===== src/rtl/commit_trace_fifo_if.sv =====
// Commit-trace bundle between the core's write-back taps and the trace FIFO,
// plus the FIFO's valid/ready head port toward the trace sink.
interface commit_trace_fifo_if #(
  parameter int SEQ_W = 16
) ();

  logic             grf_we;
  logic [31:0]      grf_pc;
  logic [4:0]       grf_addr;
  logic [31:0]      grf_wdata;
  logic             dm_we;
  logic [31:0]      dm_pc;
  logic [31:0]      dm_addr;
  logic [31:0]      dm_wdata;

  logic             out_valid;
  logic             out_ready;
  logic             out_kind;
  logic [SEQ_W-1:0] out_seq;
  logic [31:0]      out_pc;
  logic [31:0]      out_addr;
  logic [31:0]      out_data;
  logic             almost_full;
  logic             overflow;

  // master: core taps plus trace sink; slave: the trace FIFO itself
  modport master (
    output grf_we, grf_pc, grf_addr, grf_wdata,
    output dm_we, dm_pc, dm_addr, dm_wdata,
    output out_ready,
    input  out_valid, out_kind, out_seq, out_pc, out_addr, out_data,
    input  almost_full, overflow
  );

  modport slave (
    input  grf_we, grf_pc, grf_addr, grf_wdata,
    input  dm_we, dm_pc, dm_addr, dm_wdata,
    input  out_ready,
    output out_valid, out_kind, out_seq, out_pc, out_addr, out_data,
    output almost_full, overflow
  );

endinterface


===== src/rtl/commit_trace_fifo.sv =====
// Collects retired GRF writes and DM stores in program order into a
// first-word-fall-through FIFO with per-record sequence numbers.
module commit_trace_fifo #(
  parameter int DEPTH = 16,
  parameter int SEQ_W = 16
) (
  input  logic clk,
  input  logic reset,
  commit_trace_fifo_if.slave bus
);

  localparam int AW = $clog2(DEPTH);
  localparam logic [AW:0] DEPTH_C = (AW+1)'(DEPTH);

  logic [AW:0]      count;
  logic [AW:0]      free;
  logic [AW:0]      count_next;
  logic [AW-1:0]    rd_ptr;
  logic [AW-1:0]    wr_ptr;
  logic [AW-1:0]    wr_ptr1;
  logic [SEQ_W-1:0] seq;
  logic             almost_full_q;
  logic             overflow_q;
  logic             valid;

  logic             mem_kind [DEPTH];
  logic [SEQ_W-1:0] mem_seq  [DEPTH];
  logic [31:0]      mem_pc   [DEPTH];
  logic [31:0]      mem_addr [DEPTH];
  logic [31:0]      mem_data [DEPTH];

  logic        grf_push, dm_push, has0, has1, acc0, acc1, drop, pop;
  logic [1:0]  n_acc;
  logic        rec0_kind;
  logic [31:0] rec0_pc, rec0_addr, rec0_data;

  // The GRF write is from the older (W-stage) instruction, so it takes the
  // first slot; a lone record of either kind also takes the first slot.
  always_comb begin
    grf_push   = bus.grf_we && (bus.grf_addr != 5'd0);
    dm_push    = bus.dm_we;
    has0       = grf_push || dm_push;
    has1       = grf_push && dm_push;
    free       = DEPTH_C - count;
    acc0       = has0 && (free != '0);
    acc1       = has1 && (free >= (AW+1)'(2));
    drop       = (has0 && !acc0) || (has1 && !acc1);
    n_acc      = {1'b0, acc0} + {1'b0, acc1};
    pop        = valid && bus.out_ready;
    count_next = count + (AW+1)'(n_acc) - (AW+1)'(pop);
    wr_ptr1    = wr_ptr + AW'(1);
    if (grf_push) begin
      rec0_kind = 1'b0;
      rec0_pc   = bus.grf_pc;
      rec0_addr = {27'd0, bus.grf_addr};
      rec0_data = bus.grf_wdata;
    end else begin
      rec0_kind = 1'b1;
      rec0_pc   = bus.dm_pc;
      rec0_addr = bus.dm_addr;
      rec0_data = bus.dm_wdata;
    end
  end

  always_ff @(posedge clk) begin
    if (!reset) begin
      count         <= '0;
      rd_ptr        <= '0;
      wr_ptr        <= '0;
      seq           <= '0;
      almost_full_q <= 1'b0;
      overflow_q    <= 1'b0;
    end else begin
      count         <= count_next;
      rd_ptr        <= rd_ptr + AW'(pop);
      wr_ptr        <= wr_ptr + AW'(n_acc);
      seq           <= seq + SEQ_W'(n_acc);
      almost_full_q <= (DEPTH_C - count_next) < (AW+1)'(2);
      overflow_q    <= overflow_q | drop;
    end
  end

  // Storage needs no reset: the head fields are masked while the FIFO is empty.
  always_ff @(posedge clk) begin
    if (reset && acc0) begin
      mem_kind[wr_ptr] <= rec0_kind;
      mem_seq[wr_ptr]  <= seq;
      mem_pc[wr_ptr]   <= rec0_pc;
      mem_addr[wr_ptr] <= rec0_addr;
      mem_data[wr_ptr] <= rec0_data;
    end
    if (reset && acc1) begin
      mem_kind[wr_ptr1] <= 1'b1;
      mem_seq[wr_ptr1]  <= seq + SEQ_W'(1);
      mem_pc[wr_ptr1]   <= bus.dm_pc;
      mem_addr[wr_ptr1] <= bus.dm_addr;
      mem_data[wr_ptr1] <= bus.dm_wdata;
    end
  end

  assign valid           = (count != '0);
  assign bus.out_valid   = valid;
  assign bus.out_kind    = valid ? mem_kind[rd_ptr] : 1'b0;
  assign bus.out_seq     = valid ? mem_seq[rd_ptr]  : '0;
  assign bus.out_pc      = valid ? mem_pc[rd_ptr]   : '0;
  assign bus.out_addr    = valid ? mem_addr[rd_ptr] : '0;
  assign bus.out_data    = valid ? mem_data[rd_ptr] : '0;
  assign bus.almost_full = almost_full_q;
  assign bus.overflow    = overflow_q;

endmodule


===== src/flat_wrapper.sv =====
// flat-port wrapper written by rule: the top's interface ports become plain ports
module commit_trace_fifo_flat 
#(
  parameter int DEPTH = 16,
  parameter int SEQ_W = 16
)
  (clk, reset, bus_grf_we, bus_grf_pc, bus_grf_addr, bus_grf_wdata, bus_dm_we, bus_dm_pc, bus_dm_addr, bus_dm_wdata, bus_out_ready, bus_out_valid, bus_out_kind, bus_out_seq, bus_out_pc, bus_out_addr, bus_out_data, bus_almost_full, bus_overflow);
  commit_trace_fifo_if #(.SEQ_W(SEQ_W)) bus_i ();
  input  logic clk;
  input  logic reset;
  input wire logic [$bits(bus_i.grf_we)-1:0] bus_grf_we;
  input wire logic [$bits(bus_i.grf_pc)-1:0] bus_grf_pc;
  input wire logic [$bits(bus_i.grf_addr)-1:0] bus_grf_addr;
  input wire logic [$bits(bus_i.grf_wdata)-1:0] bus_grf_wdata;
  input wire logic [$bits(bus_i.dm_we)-1:0] bus_dm_we;
  input wire logic [$bits(bus_i.dm_pc)-1:0] bus_dm_pc;
  input wire logic [$bits(bus_i.dm_addr)-1:0] bus_dm_addr;
  input wire logic [$bits(bus_i.dm_wdata)-1:0] bus_dm_wdata;
  input wire logic [$bits(bus_i.out_ready)-1:0] bus_out_ready;
  output wire logic [$bits(bus_i.out_valid)-1:0] bus_out_valid;
  output wire logic [$bits(bus_i.out_kind)-1:0] bus_out_kind;
  output wire logic [$bits(bus_i.out_seq)-1:0] bus_out_seq;
  output wire logic [$bits(bus_i.out_pc)-1:0] bus_out_pc;
  output wire logic [$bits(bus_i.out_addr)-1:0] bus_out_addr;
  output wire logic [$bits(bus_i.out_data)-1:0] bus_out_data;
  output wire logic [$bits(bus_i.almost_full)-1:0] bus_almost_full;
  output wire logic [$bits(bus_i.overflow)-1:0] bus_overflow;
  assign bus_i.grf_we = bus_grf_we;
  assign bus_i.grf_pc = bus_grf_pc;
  assign bus_i.grf_addr = bus_grf_addr;
  assign bus_i.grf_wdata = bus_grf_wdata;
  assign bus_i.dm_we = bus_dm_we;
  assign bus_i.dm_pc = bus_dm_pc;
  assign bus_i.dm_addr = bus_dm_addr;
  assign bus_i.dm_wdata = bus_dm_wdata;
  assign bus_i.out_ready = bus_out_ready;
  assign bus_out_valid = bus_i.out_valid;
  assign bus_out_kind = bus_i.out_kind;
  assign bus_out_seq = bus_i.out_seq;
  assign bus_out_pc = bus_i.out_pc;
  assign bus_out_addr = bus_i.out_addr;
  assign bus_out_data = bus_i.out_data;
  assign bus_almost_full = bus_i.almost_full;
  assign bus_overflow = bus_i.overflow;
  commit_trace_fifo #(.DEPTH(DEPTH), .SEQ_W(SEQ_W)) u_core (.clk(clk), .reset(reset), .bus(bus_i));
endmodule

===== config.mk =====
export PLATFORM = sky130hd
export DESIGN_NAME = commit_trace_fifo_flat
export DESIGN_NICKNAME = d
export VERILOG_FILES = /design/src/rtl/commit_trace_fifo_if.sv /design/src/rtl/commit_trace_fifo.sv /design/src/flat_wrapper.sv
export SDC_FILE = /design/constraint.sdc
export NUM_CORES = 2
export LEC_CHECK = 0
export CAP_MARGIN = 20
export CORE_UTILIZATION = 55
export DETAILED_ROUTE_END_ITERATION = 8
export PLACE_DENSITY = 0.71
export SLEW_MARGIN = 10
export SYNTH_ARGS = -nofsm -noshare
export SYNTH_HDL_FRONTEND = slang
export SYNTH_SLANG_ARGS = --single-unit

===== constraint.sdc =====
create_clock -name clk -period 13.3 [get_ports clk]
set_input_delay 2.66 -clock clk [delete_from_list [all_inputs] [get_ports clk]]
set_output_delay 2.66 -clock clk [all_outputs]
set_load 0.05 [all_outputs]

# Word level (Yosys, flattened, before mapping)
# Memories as Yosys holds them, arrays and structs flattened. A register that Yosys moved wholly into a read port is not among the register bits.
# Cells that the tools add are included.
dict set report word_totals {
  output_inout_bits 116
  memories 5
  inputBits 170
  mem_bits_rw 1808
  regBits 31
}
# memory words width read_ports rd_ports_with_merged_regs write_ports line_no
set memory_table {}
lappend memory_table {u_core.mem_addr 16 32 1 1 2 commit_trace_fifo.sv:29} ;# logic [31:0] mem_addr [DEPTH];
lappend memory_table {u_core.mem_data 16 32 1 1 2 commit_trace_fifo.sv:30} ;# logic [31:0] mem_data [DEPTH];
lappend memory_table {u_core.mem_pc 16 32 1 1 2 commit_trace_fifo.sv:28} ;# logic [31:0] mem_pc [DEPTH];
lappend memory_table {u_core.mem_seq 16 16 1 1 2 commit_trace_fifo.sv:27} ;# logic [SEQ_W-1:0] mem_seq [DEPTH];
lappend memory_table {u_core.mem_kind 16 1 1 1 2 commit_trace_fifo.sv:26} ;# logic mem_kind [DEPTH];
dict set report op_classes {
  addsub 10
  bitwise_logic 1
  reduce_logical 16
  n_mux 18
  magnitude_cmp 2
}
# operator count
set ops {}
lappend ops {{two-way mux 32 bit} 6}
lappend ops {{two-way mux 4 bit} 5}
lappend ops {{adder 16 x 1 -> 16 bit, second input constant} 1}
lappend ops {{adder 16 x 2 -> 16 bit} 1}
lappend ops {{two-way mux 16 bit} 1}
lappend ops {{nonzero test 5 bit} 3}
lappend ops {{subtractor 5 bit, first input constant} 2}
lappend ops {{logical AND 1 bit} 9}
lappend ops {{two-way mux 1 bit} 6}
lappend ops {{adder 5 x 2 -> 5 bit} 1}
lappend ops {{greater-or-equal comparator 5 x 2 -> 1 bit, second input constant} 1}
lappend ops {{< comparator 5 x 2 -> 1 bit, second input constant} 1}
lappend ops {{subtractor 5 x 1 -> 5 bit} 1}
lappend ops {{adder 4 x 1 -> 4 bit} 1}
lappend ops {{adder 4 x 1 -> 4 bit, second input constant} 1}
lappend ops {{adder 4 x 2 -> 4 bit} 1}
lappend ops {{adder 1 x 1 -> 2 bit} 1}
lappend ops {{zero test 1 bit} 2}
lappend ops {{logical OR 1 bit} 2}
lappend ops {{OR 1 bit} 1}

# Depth between registers and ports, before layout
dict set report logic_depth {
  word_depth 9
  mapped_depth 20
  ltp_nobuf 19
}

# Worst setup path after synthesis
# OpenSTA, ideal clock, no wires.
dict set report synth_path {
  path_kind {input port to flip-flop}
  start {in bus_grf_addr[1]}
  end {mem u_core.mem_addr[4][0] (enable)}
  required_ns 12.562
  path_stages 6
  n_path_buf 0
  slack_ns 1.245
  arrival_time_ns 11.317
  path_cell_list {or3_4 > nor4_1 > nor2_1 > and3_1 > nand2_1 > o21ai_0}
}
# element line_no
set synth_lines {}
lappend synth_lines {{start: declaration} flat_wrapper.sv:13} ;# input wire logic [$bits(bus_i.grf_addr)-1:0] bus_grf_addr;
lappend synth_lines {{end: declaration} commit_trace_fifo.sv:29}

==> results.cfg <==
[cells_and_area]
fin_nets = 6939
postLayoutCoreUtil_pct = 61.4
drive_above_1_share_pct = 15.7
area_growth_pct = 10.7

[sta]
rsz0062_at_grt = false
fin_tns_setup_ns = 0
period_minus_slack_ns = 8.29
slew_viol_final = 0
min_period_over_period_pct = 62.4
finClkSkew_ns = 0.0408
setup_viol = 0
worst_pin_slew_ns = 1.20
fmax_mhz = 121
slew_headroom_pct = 19.9
hold_viol = 0

[pwr]
p_leak_nw = 32.7
ir_worst_vdd_mv = 0.199
power_density_nw_per_um2 = 171

[synth]
synth.cells.most_frequent = 1,792 x edfxtp_1, 1,238 x nor2_1, 1,116 x a21oi_1
yosysWarnings = 0
synth_edf_count = 1792
ys_async_sr_fraction_pct = 0
syn-num-nets = 7007
ys.flop_type = edfxtp_1
synth_seq_area_share_pct = 60.5
ys_top_cells_by_area = edfxtp_1 60%, mux4_2 14%, a21oi_1 6.2%, nor2_1 5.1%, nor2b_1 3.1%
ys_ff_latch = 1839
ys_types = 66
synth_most_common_cell = edfxtp_1
synth_top_cell_by_area = edfxtp_1
synth_area_um2 = 90400
netlist_instances = 6814
syn_avg_cell_area_um2 = 13.3
yosysTopAreaCellShare_pct = 59.5

[critical_path]
reg2reg_slack_ns = 7.70
endpoint_kind = primary output
cp-start-kind = register
criticalPathCategory = reg -> out
crit_arrival_ns = 5.63
r2r-end = u_core.mem_pc[9][0]$_DFFE_PP_
path_max_fanout = 67
reg2reg_depth = 14
r2r-start = u_core.count[3]$_SDFF_PN0_
required_ns = 10.64

[die]
die_y_um = 408
row_count = 148
die-area_um2 = 166000
initial_core_util_pct = 55.5
coreArea_um2 = 163000
die_x_um = 408
io_pins = 286

[cts]
clkSinkCount = 1839
ctsLongestPathBuffers = 3
clock-root-buffer = clkbuf_16
post-cts-setup-buffers = 0
cts_buffers = 190
post_cts_resized = 0
clk_latency_ns = 0.84
cts_hold_buf = 0
clk_pin_slew_ns = 0.06
cts_tree = done
htree_levels = 4

[placement]
place_hpwl_um = 137000
portBuffers = 285
place.gp.congestion = 0.841

[min_path]
min_to = u_core.mem_kind[6]$_DFF_P_
hold_path_depth = 2
hold_class = reg -> reg
min_from = u_core.mem_kind[6]$_DFF_P_

[run_status]
status = finished, final reports clean

[global_route]
grt_pass1_vias = 57300
grt_use_met3_pct = 6.41
grt_antenna_before_repair = 21
grt-ovfl-total = 0
grt-busiest-layer = met2
grt_max_degree = 113
grt_pass1_wl_um = 384000
use_met1_pct = 44.0
grt_usage_pct = 31.5
met2_usage_pct = 49.8

[job]
cap_violations = 0

[drt]
first_iter_violations = 9442
drc_errors = 0
first_pass_iters = 6
wl_um = 264000
viasPerCell = 6.47
vias = 58800
postRouteAntennaNets = 0
wl_per_cell_um = 29.0
[cells by family (layout without fill, tap and decap cells)]
logic type,Yosys count,in the layout,share of synthesized area [%]
AND/OR/NAND/NOR,2103,2103,10.8
flip-flops,1839,1839,60.5
AO/OA/AOI/OAI,1195,1195,6.94
buffers and inverters,763,845,4.01
multiplexers,645,645,15.0
XOR/XNOR,246,246,2.38
adder cells (fa/ha/maj),23,23,0.343
other,0,7,0
[stage by stage]
| stage | instances | total power, mW | area, µm² | worst slack (ns) | hold slack, ns |
|---|---|---|---|---|---|
| floorplan | 6814 | 10.6 | 90400 | 1.25 | 0.431 |
| detailed placement | 8724 | 12.2 | 94300 | 5.85 | 0.453 |
| global route | 9075 | 17.6 | 100000 | 4.96 | 0.499 |
| global placement | 8689 | 12.1 | 94000 | 5.92 | 0.450 |
| CTS | 9066 | 17.2 | 100000 | 5.07 | 0.467 |
| finish | 9078 | 17.1 | 100000 | 5.01 | 0.468 |
[cell type report]
class / instances / area (µm²)
Clock inverter: 91 / 639
Timing Repair Buffer: 480 / 4450
Antenna cell: 7 / 17.5
Tap cell: 2175 / 2720
Multi-Input combinational cell: 4212 / 32300
Fill cell: 12100 / 62900
Clock buffer: 251 / 5090
Sequential cell: 1839 / 54800
Inverter: 23 / 91.3
[how the worst max path moves through the flow]
stage          depth (start not counted)                         from                                to
2_1_floorplan                          6              bus_grf_addr[1]   u_core.mem_addr[4][0]$_DFFE_PP_
3_3_place_gp                          10                        reset  u_core.mem_addr[9][25]$_DFFE_PP_
3_5_place_dp                          10                        reset  u_core.mem_addr[9][25]$_DFFE_PP_
4_1_cts                                6  u_core.rd_ptr[1]$_SDFF_PN0_                     bus_out_pc[1]
5_1_grt                                6  u_core.rd_ptr[1]$_SDFF_PN0_                  bus_out_addr[24]
6_report                               6  u_core.rd_ptr[1]$_SDFF_PN0_                   bus_out_addr[8]
[report_power, final]
part / total (mW) / internal (mW) / switching (mW) / leakage, nW
Combinational: 5.13 / 2.04 / 3.09 / 13.3
Sequential: 6.97 / 6.82 / 0.154 / 16.7
Clock: 5.03 / 2.78 / 2.25 / 2.78
[cell usage in the layout (no fill, tap or decap), drive strengths merged, types with 4 or more instances in the layout]
cell type / n
nand2: 166
mux2: 10
nor2: 1244
and2: 144
o32a: 4
and3: 11
nor2b: 442
a21o: 5
diode: 7
and2b: 4
mux4: 565
nand2b: 4
nand4: 8
bufinv: 5
clkinv: 78
buf: 194
ha: 20
nor3: 12
edfxtp: 1792
a21oi: 1134
clkbuf: 252
nand3: 52
o21ai: 29
xor2: 89
clkdlybuf4s50: 285
xnor2: 157
nor4: 4
mux2i: 70
inv: 29
dfxtp: 47
o22ai: 4
[registers in the layout, summed over array words and instances (netlist names)]
register / cells
u_core.mem_addr: 512
u_core.mem_seq: 256
u_core.mem_data: 512
u_core.mem_pc: 512
u_core.wr_ptr: 4
u_core.rd_ptr: 4
u_core.mem_kind: 16
u_core.seq: 16
u_core.bus.overflow: 1
u_core.count: 5
u_core.bus.almost_full: 1
[per-layer routing]
layer	share of wire, %	wire [µm]
met1	37	98100
met2	47	125000
met3	12	31600
met4	3.3	8760
met5	0.045	119
[worst max-delay path, cell delays in order (launching register included)]
cell             delay (ns)
dfxtp_4                1.06
buf_4                  0.83
buf_4                  0.94
mux4_2                 0.42
mux4_2                 0.48
and2_1                 0.25
clkdlybuf4s50_1        0.73
Note: power is estimated with default switching activity, not from simulation.
